`src/rtl/cpu_pkg.sv`:
```
// Shared encodings for the 8-bit core sequencer: FSM states, instruction field positions, defaults.
// Pure declarations; no latency, no flow control.
// Not applicable: holds no logic and applies no backpressure.
package cpu_pkg;

    typedef enum logic [2:0] {
        ST_IDLE   = 3'd0,
        ST_FETCH  = 3'd1,
        ST_DECODE = 3'd2,
        ST_EXEC   = 3'd3,
        ST_WB     = 3'd4,
        ST_DONE   = 3'd5,
        ST_ERR    = 3'd6
    } state_t;

    // Instruction layout: [7:6] opcode, [5:4] A/dest, [3:2] B, [1] halt-after, [0] no-writeback
    localparam int OP_LO    = 6;
    localparam int RA_LO    = 4;
    localparam int RB_LO    = 2;
    localparam int HALT_BIT = 1;
    localparam int NOWB_BIT = 0;

    localparam int ALU_TIMEOUT_DEF = 8;

endpackage

```
`src/rtl/exec_watchdog.sv`:
```
// ALU watchdog: saturating count of EXEC cycles spent waiting for alu_done.
// Counter registered; expired is combinational from the count and fires on the cycle that would reach TIMEOUT.
// No backpressure; TIMEOUT=0 disables expiry.
module exec_watchdog #(
    parameter int TIMEOUT = 8
) (
    input  logic clk,
    input  logic reset,
    input  logic clear,
    input  logic enable,
    output logic expired
);

    localparam int CNT_W = (TIMEOUT < 1) ? 1 : $clog2(TIMEOUT + 1);
    localparam logic [CNT_W-1:0] LIMIT   = CNT_W'(TIMEOUT);
    localparam logic [CNT_W:0]   LIMIT_X = (CNT_W + 1)'(TIMEOUT);

    logic [CNT_W-1:0] cnt;
    logic [CNT_W:0]   cnt_inc;

    assign cnt_inc = {1'b0, cnt} + 1'b1;

    always_ff @(posedge clk) begin
        if (reset || clear) begin
            cnt <= '0;
        end else if (enable && (cnt != LIMIT)) begin
            cnt <= cnt + 1'b1;
        end
    end

    // The current waiting cycle is the TIMEOUT-th one: leave EXEC at its end.
    assign expired = (TIMEOUT != 0) && enable && (cnt_inc >= LIMIT_X);

endmodule

```
`src/rtl/exec_sequencer.sv`:
```
// Fetch/decode/execute/writeback controller for the 8-bit core, with ALU watchdog.
// Min 4 cycles per instruction (FETCH, DECODE, EXEC, WB); all outputs come straight from flops.
// Waits in EXEC for alu_done (bounded by watchdog); str is honoured only in IDLE/DONE/ERR.
module exec_sequencer
    import cpu_pkg::*;
#(
    parameter int ADDR_W      = 2,
    parameter int DATA_W      = 8,
    parameter int PROG_LEN    = 4,
    parameter int ALU_TIMEOUT = ALU_TIMEOUT_DEF
) (
    input  logic              clk,
    input  logic              reset,
    input  logic              str,
    output logic [ADDR_W-1:0] instr_addr,
    input  logic [DATA_W-1:0] instr_data,
    output logic [ADDR_W-1:0] rf_addr_a,
    output logic [ADDR_W-1:0] rf_addr_b,
    output logic [1:0]        alu_opcode,
    output logic              alu_start,
    input  logic              alu_done,
    input  logic [DATA_W-1:0] alu_result,
    output logic              rf_wr_en,
    output logic [ADDR_W-1:0] rf_wr_addr,
    output logic [DATA_W-1:0] rf_wr_data,
    output logic              busy,
    output logic              halted,
    output logic              error,
    output logic [2:0]        state,
    output logic [DATA_W-1:0] retired
);

    localparam logic [ADDR_W-1:0] LAST_PC = ADDR_W'(PROG_LEN - 1);

    state_t            st, st_nxt;
    logic [ADDR_W-1:0] pc;
    logic [DATA_W-1:0] ir;
    logic [DATA_W-1:0] res;
    logic              wd_expired;
    logic              restart;

    // Field outputs are plain slices of the IR flop, so they stay registered and stable all instruction.
    assign state      = st;
    assign instr_addr = pc;
    assign rf_addr_a  = ir[RA_LO +: ADDR_W];
    assign rf_addr_b  = ir[RB_LO +: ADDR_W];
    assign rf_wr_addr = ir[RA_LO +: ADDR_W];
    assign alu_opcode = ir[OP_LO +: 2];
    assign rf_wr_data = res;

    assign restart = str && ((st == ST_IDLE) || (st == ST_DONE) || (st == ST_ERR));

    exec_watchdog #(
        .TIMEOUT (ALU_TIMEOUT)
    ) u_watchdog (
        .clk     (clk),
        .reset   (reset),
        .clear   (st == ST_DECODE),
        .enable  (st == ST_EXEC),
        .expired (wd_expired)
    );

    always_ff @(posedge clk) begin
        if (reset) begin
            st <= ST_IDLE;
        end else begin
            st <= st_nxt;
        end
    end

    always_comb begin
        st_nxt = st;
        case (st)
            ST_IDLE, ST_DONE, ST_ERR: if (str) st_nxt = ST_FETCH;
            ST_FETCH:  st_nxt = ST_DECODE;
            ST_DECODE: st_nxt = ST_EXEC;
            ST_EXEC: begin
                if (alu_done) begin
                    st_nxt = ST_WB;
                end else if (wd_expired) begin
                    st_nxt = ST_ERR;
                end
            end
            ST_WB: st_nxt = (ir[HALT_BIT] || (pc == LAST_PC)) ? ST_DONE : ST_FETCH;
            default: st_nxt = ST_IDLE;
        endcase
    end

    always_ff @(posedge clk) begin
        if (reset) begin
            pc        <= '0;
            ir        <= '0;
            res       <= '0;
            alu_start <= 1'b0;
            rf_wr_en  <= 1'b0;
            busy      <= 1'b0;
            halted    <= 1'b0;
            error     <= 1'b0;
            retired   <= '0;
        end else begin
            alu_start <= (st == ST_DECODE);
            rf_wr_en  <= 1'b0;
            busy      <= (st_nxt == ST_FETCH) || (st_nxt == ST_DECODE) ||
                         (st_nxt == ST_EXEC)  || (st_nxt == ST_WB);
            halted    <= (st_nxt == ST_DONE);
            error     <= (st_nxt == ST_ERR);
            if (restart) begin
                pc <= '0;
            end
            if (st == ST_FETCH) begin
                ir <= instr_data;
            end
            // Strobe is armed on the EXEC->WB edge so it is visible during the WB cycle.
            if ((st == ST_EXEC) && alu_done) begin
                res      <= alu_result;
                rf_wr_en <= ~ir[NOWB_BIT];
            end
            if (st == ST_WB) begin
                retired <= retired + 1'b1;
                pc      <= pc + 1'b1;
            end
        end
    end

endmodule

```
`config.mk`:
```
export PLATFORM = sky130hd
export DESIGN_NAME = exec_sequencer
export DESIGN_NICKNAME = d
export VERILOG_FILES = /design/src/rtl/cpu_pkg.sv /design/src/rtl/exec_watchdog.sv /design/src/rtl/exec_sequencer.sv
export SDC_FILE = /design/constraint.sdc
export NUM_CORES = 1
export LEC_CHECK = 0
export BUFFER_PORTS_ARGS = -buffer_cell sky130_fd_sc_hd__clkbuf_2
export CAP_MARGIN = 20
export CORE_ASPECT_RATIO = 1.25
export CORE_UTILIZATION = 40
export CTS_BUF_LIST = sky130_fd_sc_hd__clkbuf_16
export DETAILED_ROUTE_END_ITERATION = 10
export PLACE_DENSITY = 0.61
export SYNTH_ARGS = -nofsm -noshare
export SYNTH_HDL_FRONTEND = slang
export SYNTH_SLANG_ARGS = --single-unit
```
`constraint.sdc`:
```
create_clock -name clk -period 1.7 [get_ports clk]
set_input_delay 0.17 -clock clk [delete_from_list [all_inputs] [get_ports clk]]
set_output_delay 0.17 -clock clk [all_outputs]
set_load 0.005 [all_outputs]
```
-- After elaboration in Yosys (flattened, before gate mapping)
Index checks and enable logic that the tools add are counted.
- flip-flop bits (word level): 38
- input bits: 20
- output and inout bits: 34
- word-level logic and storage cells: 54
- add/sub/neg operators: 4
- order comparisons: 1
- equality and inequality tests: 14
- muxes and demuxes: 7
- bitwise logic cells: 2
- reductions and logical operators: 15
- operator list (cell ; count):
    $eq 3x3->1 const B ; 6
    $pmux 3 s5 ; 1
    $eq 3x2->1 const B ; 4
    $mux 3 ; 4
    $add 8x1->8 const B ; 1
    $logic_or 1x1->1 ; 7
    $eq 3x1->1 const B ; 2
    $add 4x1->5 const B ; 1
    $ge 5x4->1 const B ; 1
    $add 4x1->4 const B ; 1
    $logic_and 1x1->1 ; 4
    $mux 2 ; 2
    $ne 4x4->1 const B ; 1
    $logic_not 3->1 ; 1
    $reduce_or 3->1 ; 1
    $add 2x1->2 const B ; 1
    $eq 2x2->1 const B ; 1
    $not 1->1 ; 2
    $reduce_bool 2->1 ; 1
    $reduce_or 2->1 ; 1

-- Logic depth before layout (Yosys ltp)
Gate-level depths: netlist (run 1).
- depth after elaboration: 10
- gate-level depth with buffers: 6
- mapped depth without buffers: 6

-- Hierarchy
Synthesis (run 1) repeated with hierarchy kept, for this count alone.
- cell total of the unflattened synthesis: 192
- area total of the unflattened synthesis: 1707.9 um^2
- by module, submodules not included (module ; times used ; cells an instance ; area an instance (um^2) ; sequential area each (um^2)):
    exec_sequencer ; 1 ; 163 ; 1468.9 ; 680.7
    exec_watchdog ; 1 ; 29 ; 239.0 ; 80.1

-- Worst setup path after synthesis (run 1)
Ideal clock, no wire load.
- kind: register to register
- from: reg st[0], in the netlist state[0]
- to: reg retired[3]
- library setup time: 71 ps
- arrival time: 1371 ps
- data required time: 1629 ps
- setup slack: 259 ps
- cell stages (with the launch flop): 6
- path buffers: 2
- period minus slack after synthesis: 1441 ps
- path through: dfxtp_1 > buf_6 > or3b_1 > buf_2 > or3_1 > a21oi_1
- longest elaborated chain between the ends: 1
- ends and longest elaborated chain (item ; RTL line ; source):
    start, declared ; exec_sequencer.sv:35 ; state_t st, st_nxt;
    start signal, assigned ; exec_sequencer.sv:67 ; st <= st_nxt;
    $eq 3x3->1 ; exec_sequencer.sv:118 ; if (st == ST_WB) begin
    end signal, assigned ; exec_sequencer.sv:119 ; retired <= retired + 1'b1;
    end, declared ; exec_sequencer.sv:30 ; output logic [DATA_W-1:0] retired
Every way passes these cells.
A chain may end at the register's enable or synchronous reset.

-- Final worst setup path (run 1)
- from: reg st[1], in the netlist state[1]
- to: reg res[4], in the netlist rf_wr_data[4]
- longest elaborated chain between the ends: 2
- ends and longest elaborated chain (item ; RTL line ; source):
    $eq 3x2->1 ; exec_sequencer.sv:114 ; if ((st == ST_EXEC) && alu_done) begin
    $logic_and 1x1->1 ; exec_sequencer.sv:114 ;
    end signal, assigned ; exec_sequencer.sv:115 ; res <= alu_result;
    end, declared ; exec_sequencer.sv:38 ; logic [DATA_W-1:0] res;
Every way passes these cells.

==> results summary, run 1 <==
The number of pins with negative max-slew slack in the final report was 0. The pre-CTS worst setup slack is 0.232 ns. The worst pin sits at a relative slew slack of roughly 72%. The H-tree was split into 2 levels. Measured along the x axis, the die boundary spans 60.4 um. The routed wire length is between 3000 and 4000 um. The layout filler cell count is around 430. The area of the mapped netlist is 1700 um2. After global routing the overflow that remains totals 0.

The largest individual stage delay along the critical path comes from the cell dfxtp_1. The final-report hold violation count is 0. The total power came out at 1.97 mW. The count of antenna diodes in the layout is 0. Walking the worst path, the cells encountered are and3b_1 -> and2_1 -> buf_4 -> nand2_1 -> a21oi_1. For the worst-skew pair, the clock arrives at the later sink with an insertion delay of 0.27 ns. The average instance area after synthesis is 8.60 um2. Cells fill 51.6% of the core in the end. The final critical delay including setup and external delays came out at 1.47 ns.

The worst stage delay on the critical path is 0.48 ns. The placed wire-length estimate after detailed placement came out at roughly 2500 um. For this run, the leading register cell type out of synthesis is dfxtp_1. The worst path uses 86.7% of the clock period. The net count after synthesis is 222. Ranked by total cell area, the synthesized netlist is headed by dfxtp_1, nand2_1, mux2i_1.

The detail-routed via count per cell came out at 4.88. The die outline height came out at 75.0 um. The total die area is 4520 um2. The sequential element share of the synthesized area came out at 44.7%. The total via count after detailed routing came out at 1,470. The global placer's final weighted congestion came out at between 0.7 and 0.8. The worst-path maximum fanout came out at 8. The worst setup path category is reg2reg. The number of antenna violations at the first check in global routing came to 0. The total of cells resized after clock tree synthesis is 0. The achievable frequency is ~680 MHz. The Yosys step of the flow raised 0 warnings. The clock tree root driver cell is clkbuf_16. The first-iteration detailed-routing DRC count is 70. The net total in the final layout is 270. Counting along the longest clock path gives a buffer depth of 2. The maximum ir drop on the vdd rail came out at 0.000571 V. In the routed design, unresolved DRC markers number 0. The total stage count of the critical path came out at 5.

The pin count of the biggest net entering global routing is 21. The layout overhead on the synthesized area came out at 24.2%. The final setup TNS is 0 ns.

The power density over the cells came out at 929 nW/um2. The floorplan has 26 rows. The count of input and output buffers is 53.

Clock-pin slew was measured on the worst setup and hold paths at 0.05 ns. The number of search-and-repair iterations in the first detailed-routing pass is 4. On the final layout, the worst hold slack is approximately 0.11 ns. The number of clock buffers added by TritonCTS is 5. The area of the placeable core came out at 4100 um2. The number of synthesized flops with an enable pin came out at 0. The worst setup skew after layout is 0.00452 ns. The proportion of layout cells with a drive suffix above 1 is between 20% and 30%.

In the post-route analysis, the smallest setup slack over all paths is around 0.23 ns. The arrival time at the worst endpoint is 1.68 ns. The via count of the first global-routing pass came out at roughly 1,300. Of all flip-flops after synthesis, the portion carrying an async set or reset was 0%. The endpoint type of the worst setup path is a flip-flop.

The routed wirelength normalized by instance count is about 11 um. The min-delay analysis places its worst path in the category in2reg. At the pin with the least slew margin, the transition time is 0.418 ns. The TritonCTS sink count is 38. Setup repair after global routing left no endpoint under its margin. The distinct cell type count after synthesis came out at 37. Across the whole layout, storage elements account for 761 um2. Summed over its instances, the top area cell type makes up ~45% of the synthesized netlist area.

TritonCTS built the clock tree. The number of instances in the synthesized netlist came out at approximately 200. The area of the multi-input gates is 820 um2. Counting flops and latches in the post-synthesis netlist gives 38.

The combined buffer and inverter count along the critical path is 1. The run finished with clean final reports. The post-detailed-route count of antenna-violating nets came out at 0.

The cell count of the worst hold path is 3. Buffers inserted to repair hold after CTS numbered 0. The overall routing resource usage came out at between 15 and 20%. STA classifies the critical path startpoint as a flip-flop. The count of max-cap constraint violations is 0.

For this configuration, the core starts out at a cell density of 41.5%. The cell type with the highest aggregate area in the netlist is dfxtp_1. The first global-routing pass estimated 5500 um of wire.

The data required time at the worst endpoint is approximately 1.9 ns. The reported leakage power came out at 0.926 nW. The count of pins on the block boundary is 54. Once the clock tree was built, the setup fixing pass inserted 0 buffers.

The number of cells on the worst reg-to-reg path came out at 5. Setup violations remaining at the end of the flow were counted as 0. The cell class contributing the biggest share of worst-path delay is simple AND/OR/NAND/NOR gates.
## sequential cells by signal (all words and copies together), names as in the netlist
register        flops
alu_start           1
busy                1
error               1
halted              1
instr_addr          2
ir                  8
retired             8
rf_wr_data          8
rf_wr_en            1
state               3
u_watchdog.cnt      4
## metrics by stage
step,cells,area (um2)
final,301,2120
after global routing,301,2120
after CTS,301,2120
after detailed placement,295,1990
after global placement,295,1990
after floorplan,198,1700
## cell families (layout without fill, tap and decap cells)
family | count (synthesis) | after routing | synth area share (%)
DFF | 38 | 38 | 44.7
and+or+nand+nor | 89 | 89 | 25.9
buffers and inverters | 23 | 70 | 7.49
adders and majority gates | 4 | 4 | 2.94
AOI/OAI and AO/OA | 26 | 26 | 8.89
muxes | 10 | 10 | 5.95
xor gates and xnor gates | 8 | 8 | 4.11
## final cells by class
cell class	instances	share of cell area [%]
clock buffer	5	5.91
clock inverter	1	0.177
inverter	3	0.532
multi-input combinational	137	38.7
sequential	38	36.0
tap	56	3.31
timing repair buffer	61	15.4
## cell usage in the layout (no fill, tap or decap)
master	synthesis	final
o21ai_0	3	3
inv_1	3	3
a21o_1	1	1
nor3b_1	2	1
nor4_1	1	1
nor2_1	24	24
nand2_1	26	26
and3b_1	1	1
o21bai_1	1	1
dfxtp_1	38	38
xor2_1	4	4
a211oi_1	3	3
nor4bb_1	1	1
and4b_1	1	1
or3b_1	1	1
or3_1	1	1
ha_1	4	4
nand4b_1	1	1
nor3_1	8	8
clkbuf_16	0	5
nand3_1	5	5
and3_1	4	4
a21oi_1	16	16
buf_4	8	8
mux2_2	1	1
a221o_1	1	1
nor2b_1	3	3
nand2b_1	3	3
nand3b_1	2	2
clkinv_1	0	1
xnor2_1	4	4
and2_1	1	1
a211o_1	1	1
nand4_1	3	3
nor3b_2	1	2
mux2i_1	9	9
clkbuf_2	0	53
## worst min-delay path, cell delays in order
cell and delay (ns):
clkbuf_2 0.08, nand2_1 0.04, a21oi_1 0.05
## synthesized netlist by cell type (2+ instances only)
cell	count
buf_4	8
clkbuf_1	8
a211oi_1	3
nand3_1	5
inv_1	3
mux2i_1	9
nor2b_1	3
a21oi_1	16
nor2_1	24
dfxtp_1	38
ha_1	4
nand4_1	3
nor3_1	8
xor2_1	4
nand2b_1	3
nand2_1	26
and3_1	4
xnor2_1	4
buf_2	3
nand3b_1	2
nor3b_1	2
o21ai_0	3
## layer usage
| metal | global-route usage [%] | part of all wire (%) | routed length (um) |
|---|---|---|---|
| met1 | 18.3 | 44 | 1490 |
| met5 | 0 | 0 | 0 |
| met3 | 4.81 | 4.1 | 140 |
| met4 | 7.24 | 1.2 | 40 |
| met2 | 28.1 | 51 | 1730 |
## final timing paths
kind / start / end / slack (ns)
setup / recovery: state[1] / rf_wr_data[4] / 0.23
hold / removal: alu_result[1] / rf_wr_data[1] / 0.11
setup reg to reg: state[1] / rf_wr_data[4] / 0.23
hold reg to reg: ir[0] / rf_wr_en / 0.43
## where the power goes
| part | switching [mW] | internal, mW | total, mW |
|---|---|---|---|
| combinational | 0.100 | 0.0930 | 0.193 |
| clock | 0.312 | 0.520 | 0.832 |
| sequential | 0.0207 | 0.920 | 0.940 |
| total | 0.433 | 1.53 | 1.97 |
Power figures use the tool's default switching activity.
==> inputs of run 2 (changes only) <==
Clock period 1.7 ns to 1.88 ns, I/O delays scaled along.
==> run 2 against run 1 <==
  * Utilization is 0.27 points higher
  * Critical path depth is 1 lower
  * First-iteration DRC count is 2.9% higher
  * Setup slack better by 0.058 ns
  * Worst hold slack better by 0.018 ns
  * Clock-buffer cell count stayed put
  * Via count is 0.54% lower
  * Sequential power is 9.0% lower
  * Combinational power is 13% lower
==> results summary, run 2 (synthesis gave the netlist of run 1 again) <==
The area of the placeable core is 4100 um2 (unchanged). The aggregate global routing overflow is 0 (unchanged). The internal power contribution is 1.53 mW (-0.25%). The TritonCTS sink count is 38 (unchanged). The total clock buffers created by CTS is 5 (unchanged). The proportion of total power due to net switching is 21.0% (-1.1 points). The proportion of layout cells with a drive suffix above 1 is 27.5% (-0.70 points). The post-route non-filler standard cell count is 300 (-0.33%). The final-report hold violation count came to 0 (unchanged). The die outline height came out at 75.0 um (unchanged). STA classifies the critical path startpoint as a flip-flop. The count of antenna diodes in the layout is 0 (unchanged). STA classifies the critical path endpoint as a flip-flop. The number of pins with negative max-slew slack in the final report is 0 (unchanged). The pin count of the biggest net entering global routing came out at 20 (-4.8%). The via count of the first global-routing pass came out at 1,207 (-4.4%). The layout overhead on the synthesized area came out at 24.9%.

The transition time at the pin with the least slew margin is 0.416 ns (-0.00222 ns). The combined buffer and inverter count along the critical path is 0 (-1). The clock edge transition at the registers on the reported setup and hold paths came out at 0.05 ns (about the same).

The initial core utilization came out at 41.5% (unchanged). The count of pins on the block boundary is 54 (unchanged). The first-iteration detailed-routing DRC count was 72 (+2.9%). The worst max-slew margin expressed relative to the limit is 72.2% (about the same). The number of endpoints failing setup at the final stage came out at 0 (unchanged). The final period utilization is 84.9% (-1.8 points). The count of input and output buffers came to 53 (unchanged). The arrival time at the worst endpoint came out at 1.78 ns (+0.10 ns).

The overall routing resource usage is 16.0% (-0.25 points). The net total in the final layout is 267 (-1.1%). The maximum ir drop on the vdd rail came out at 0.000421 V (-26%). The critical path goes through and3b_1 -> and2_1 -> a211oi_1 -> nor4_1.

The worst setup skew after layout was 0.00507 ns (+0.000547 ns). The global placer's final weighted congestion came out at 0.759 (+3.3%). The count of max-cap constraint violations is 0 (unchanged). The number of search-and-repair iterations in the first detailed-routing pass is 4 (unchanged).

Leaving out fill and tap cells, the most frequent cells in the layout are clkbuf_2, dfxtp_1, nand2_1. The layout filler cell count is 432 (+1.4%). The achievable frequency came out at 627 MHz (-7.7%).

The number of core rows is 26 (unchanged). The number of remaining DRC errors is 0 (unchanged). The sequential share of power came out at 44.2% (-3.6 points). The total power is 1.93 mW (-1.6%). The CTS tree is yes. The setup slack of the worst register-to-register path came out at 0.28 ns (+0.06 ns). The share of the core filled with cells is 51.9% (+0.27 points).

The detail-routed via count per cell is 4.87 (-0.21%). The worst stage delay on the critical path is 0.56 ns (+0.08 ns). The run finished with clean final reports. The final critical delay including setup and external delays came out at 1.60 ns (+0.122 ns). The library cell contributing the largest single delay on the critical path is dfxtp_1.

The final setup TNS came out at 0 ns (unchanged). The post-placement cell count was 292 (-1.0%). The smallest hold slack came to 0.130 ns (+0.0176 ns). The worst-case clock buffer depth came out at 2 (unchanged). The routed wirelength normalized by instance count is 11.3 um (-0.49%). The total die area is 4520 um2 (unchanged). The proportion of power drawn by combinational gates came out at 8.7% (-1.1 points). The routed wire length came out at 3380 um (-0.82%). The power density over the cells came out at 909 nW/um2 (-2.1%). The library cell used most frequently in the layout, excluding fill and tap cells, is clkbuf_2.

The cell class contributing the biggest share of worst-path delay is simple AND/OR/NAND/NOR gates. The total via count after detailed routing came to 1,462 (-0.54%). The setup fix buffers added after clock tree synthesis came out at 0 (unchanged). The clock share of power is 47.2% (+4.9 points).

The clock latency on the worst-skew pair came to 0.28 ns (about the same). The worst-path maximum fanout is 14 (+6). The depth of the CTS H-tree is 2 (unchanged). The global-route wire length before repair came to 5310 um (-3.4%). The reported leakage power is 0.933 nW (+0.74%).

The total of cells resized after clock tree synthesis came out at 0 (unchanged). The cell sitting at the root of the clock tree is a clkbuf_16. The min-delay analysis places its worst path in the category in2reg. The setup path with the least slack is of type reg2reg. The number of antenna violations at the first check in global routing is 0 (unchanged). The quantity of hold-fixing buffers added after cts came out at 0 (unchanged). The data required time at the worst endpoint is 2.07 ns (+0.17 ns).

The post-detailed-route count of antenna-violating nets came to 0 (unchanged). The floorplan die width came out at 60.4 um (unchanged). The placed wire-length estimate after detailed placement came out at 2430 um (-1.7%). The switching power came out at 405 uW (-6.3%). Setup repair after global routing left no endpoint under its margin.
-- run 2: cell count changes in the layout (fill, tap and decap cells not counted), sizes merged --
cell | previous run | this run
clkinv | 1 | 0
buf | 8 | 5
inv | 3 | 5
bufinv | 0 | 1
-- run 2: power by group through the flow --
stage / logic (mW) / registers [mW] / clock network, mW
floorplan: 0.125 / 0.862 / 0
detailed placement: 0.169 / 0.872 / 0
global placement: 0.170 / 0.871 / 0
global route: 0.190 / 0.859 / 0.980
CTS: 0.171 / 0.855 / 0.939
finish: 0.167 / 0.855 / 0.912
-- run 2: layout make-up --
cell class | instances | area (um2) | share of cell area [%]
clock buffers | 5 | 125 | 5.88
clock inverters | 3 | 37.5 | 1.76
inverters | 3 | 11.3 | 0.529
multi-input cells | 137 | 820 | 38.5
flip-flops and latches | 38 | 761 | 35.8
well taps | 56 | 70.1 | 3.29
repair buffers | 58 | 303 | 14.2
-- run 2: metrics by stage --
stage                     area (um2)  setup slack [ns]
after floorplan                 1700             0.439
after global placement          1960             0.335
after detailed placement        1960             0.265
after CTS                       2130             0.253
after global routing            2130            0.0443
final                           2130             0.284
-- run 2: metal layers --
layer  global-route usage, %  share of wire, %
met1                    18.6                44
met2                    27.1                49
met3                    4.64               5.1
met4                    6.98               1.7
met5                       0                 0
-- run 2: worst reg2reg max path, stage by stage (launching register included) --
cell	delay, ns
dfxtp_1	0.56
and3b_1	0.35
and2_1	0.35
a211oi_1	0.09
nor4_1	0.16
-- run 2: final timing paths --
path,startpoint,end,cells past startpoint
worst max-delay path,state[1],halted,4
worst min-delay path,alu_result[2],rf_wr_data[2],3
worst max register to register,state[1],halted,4
worst min register to register,ir[0],rf_wr_en,1
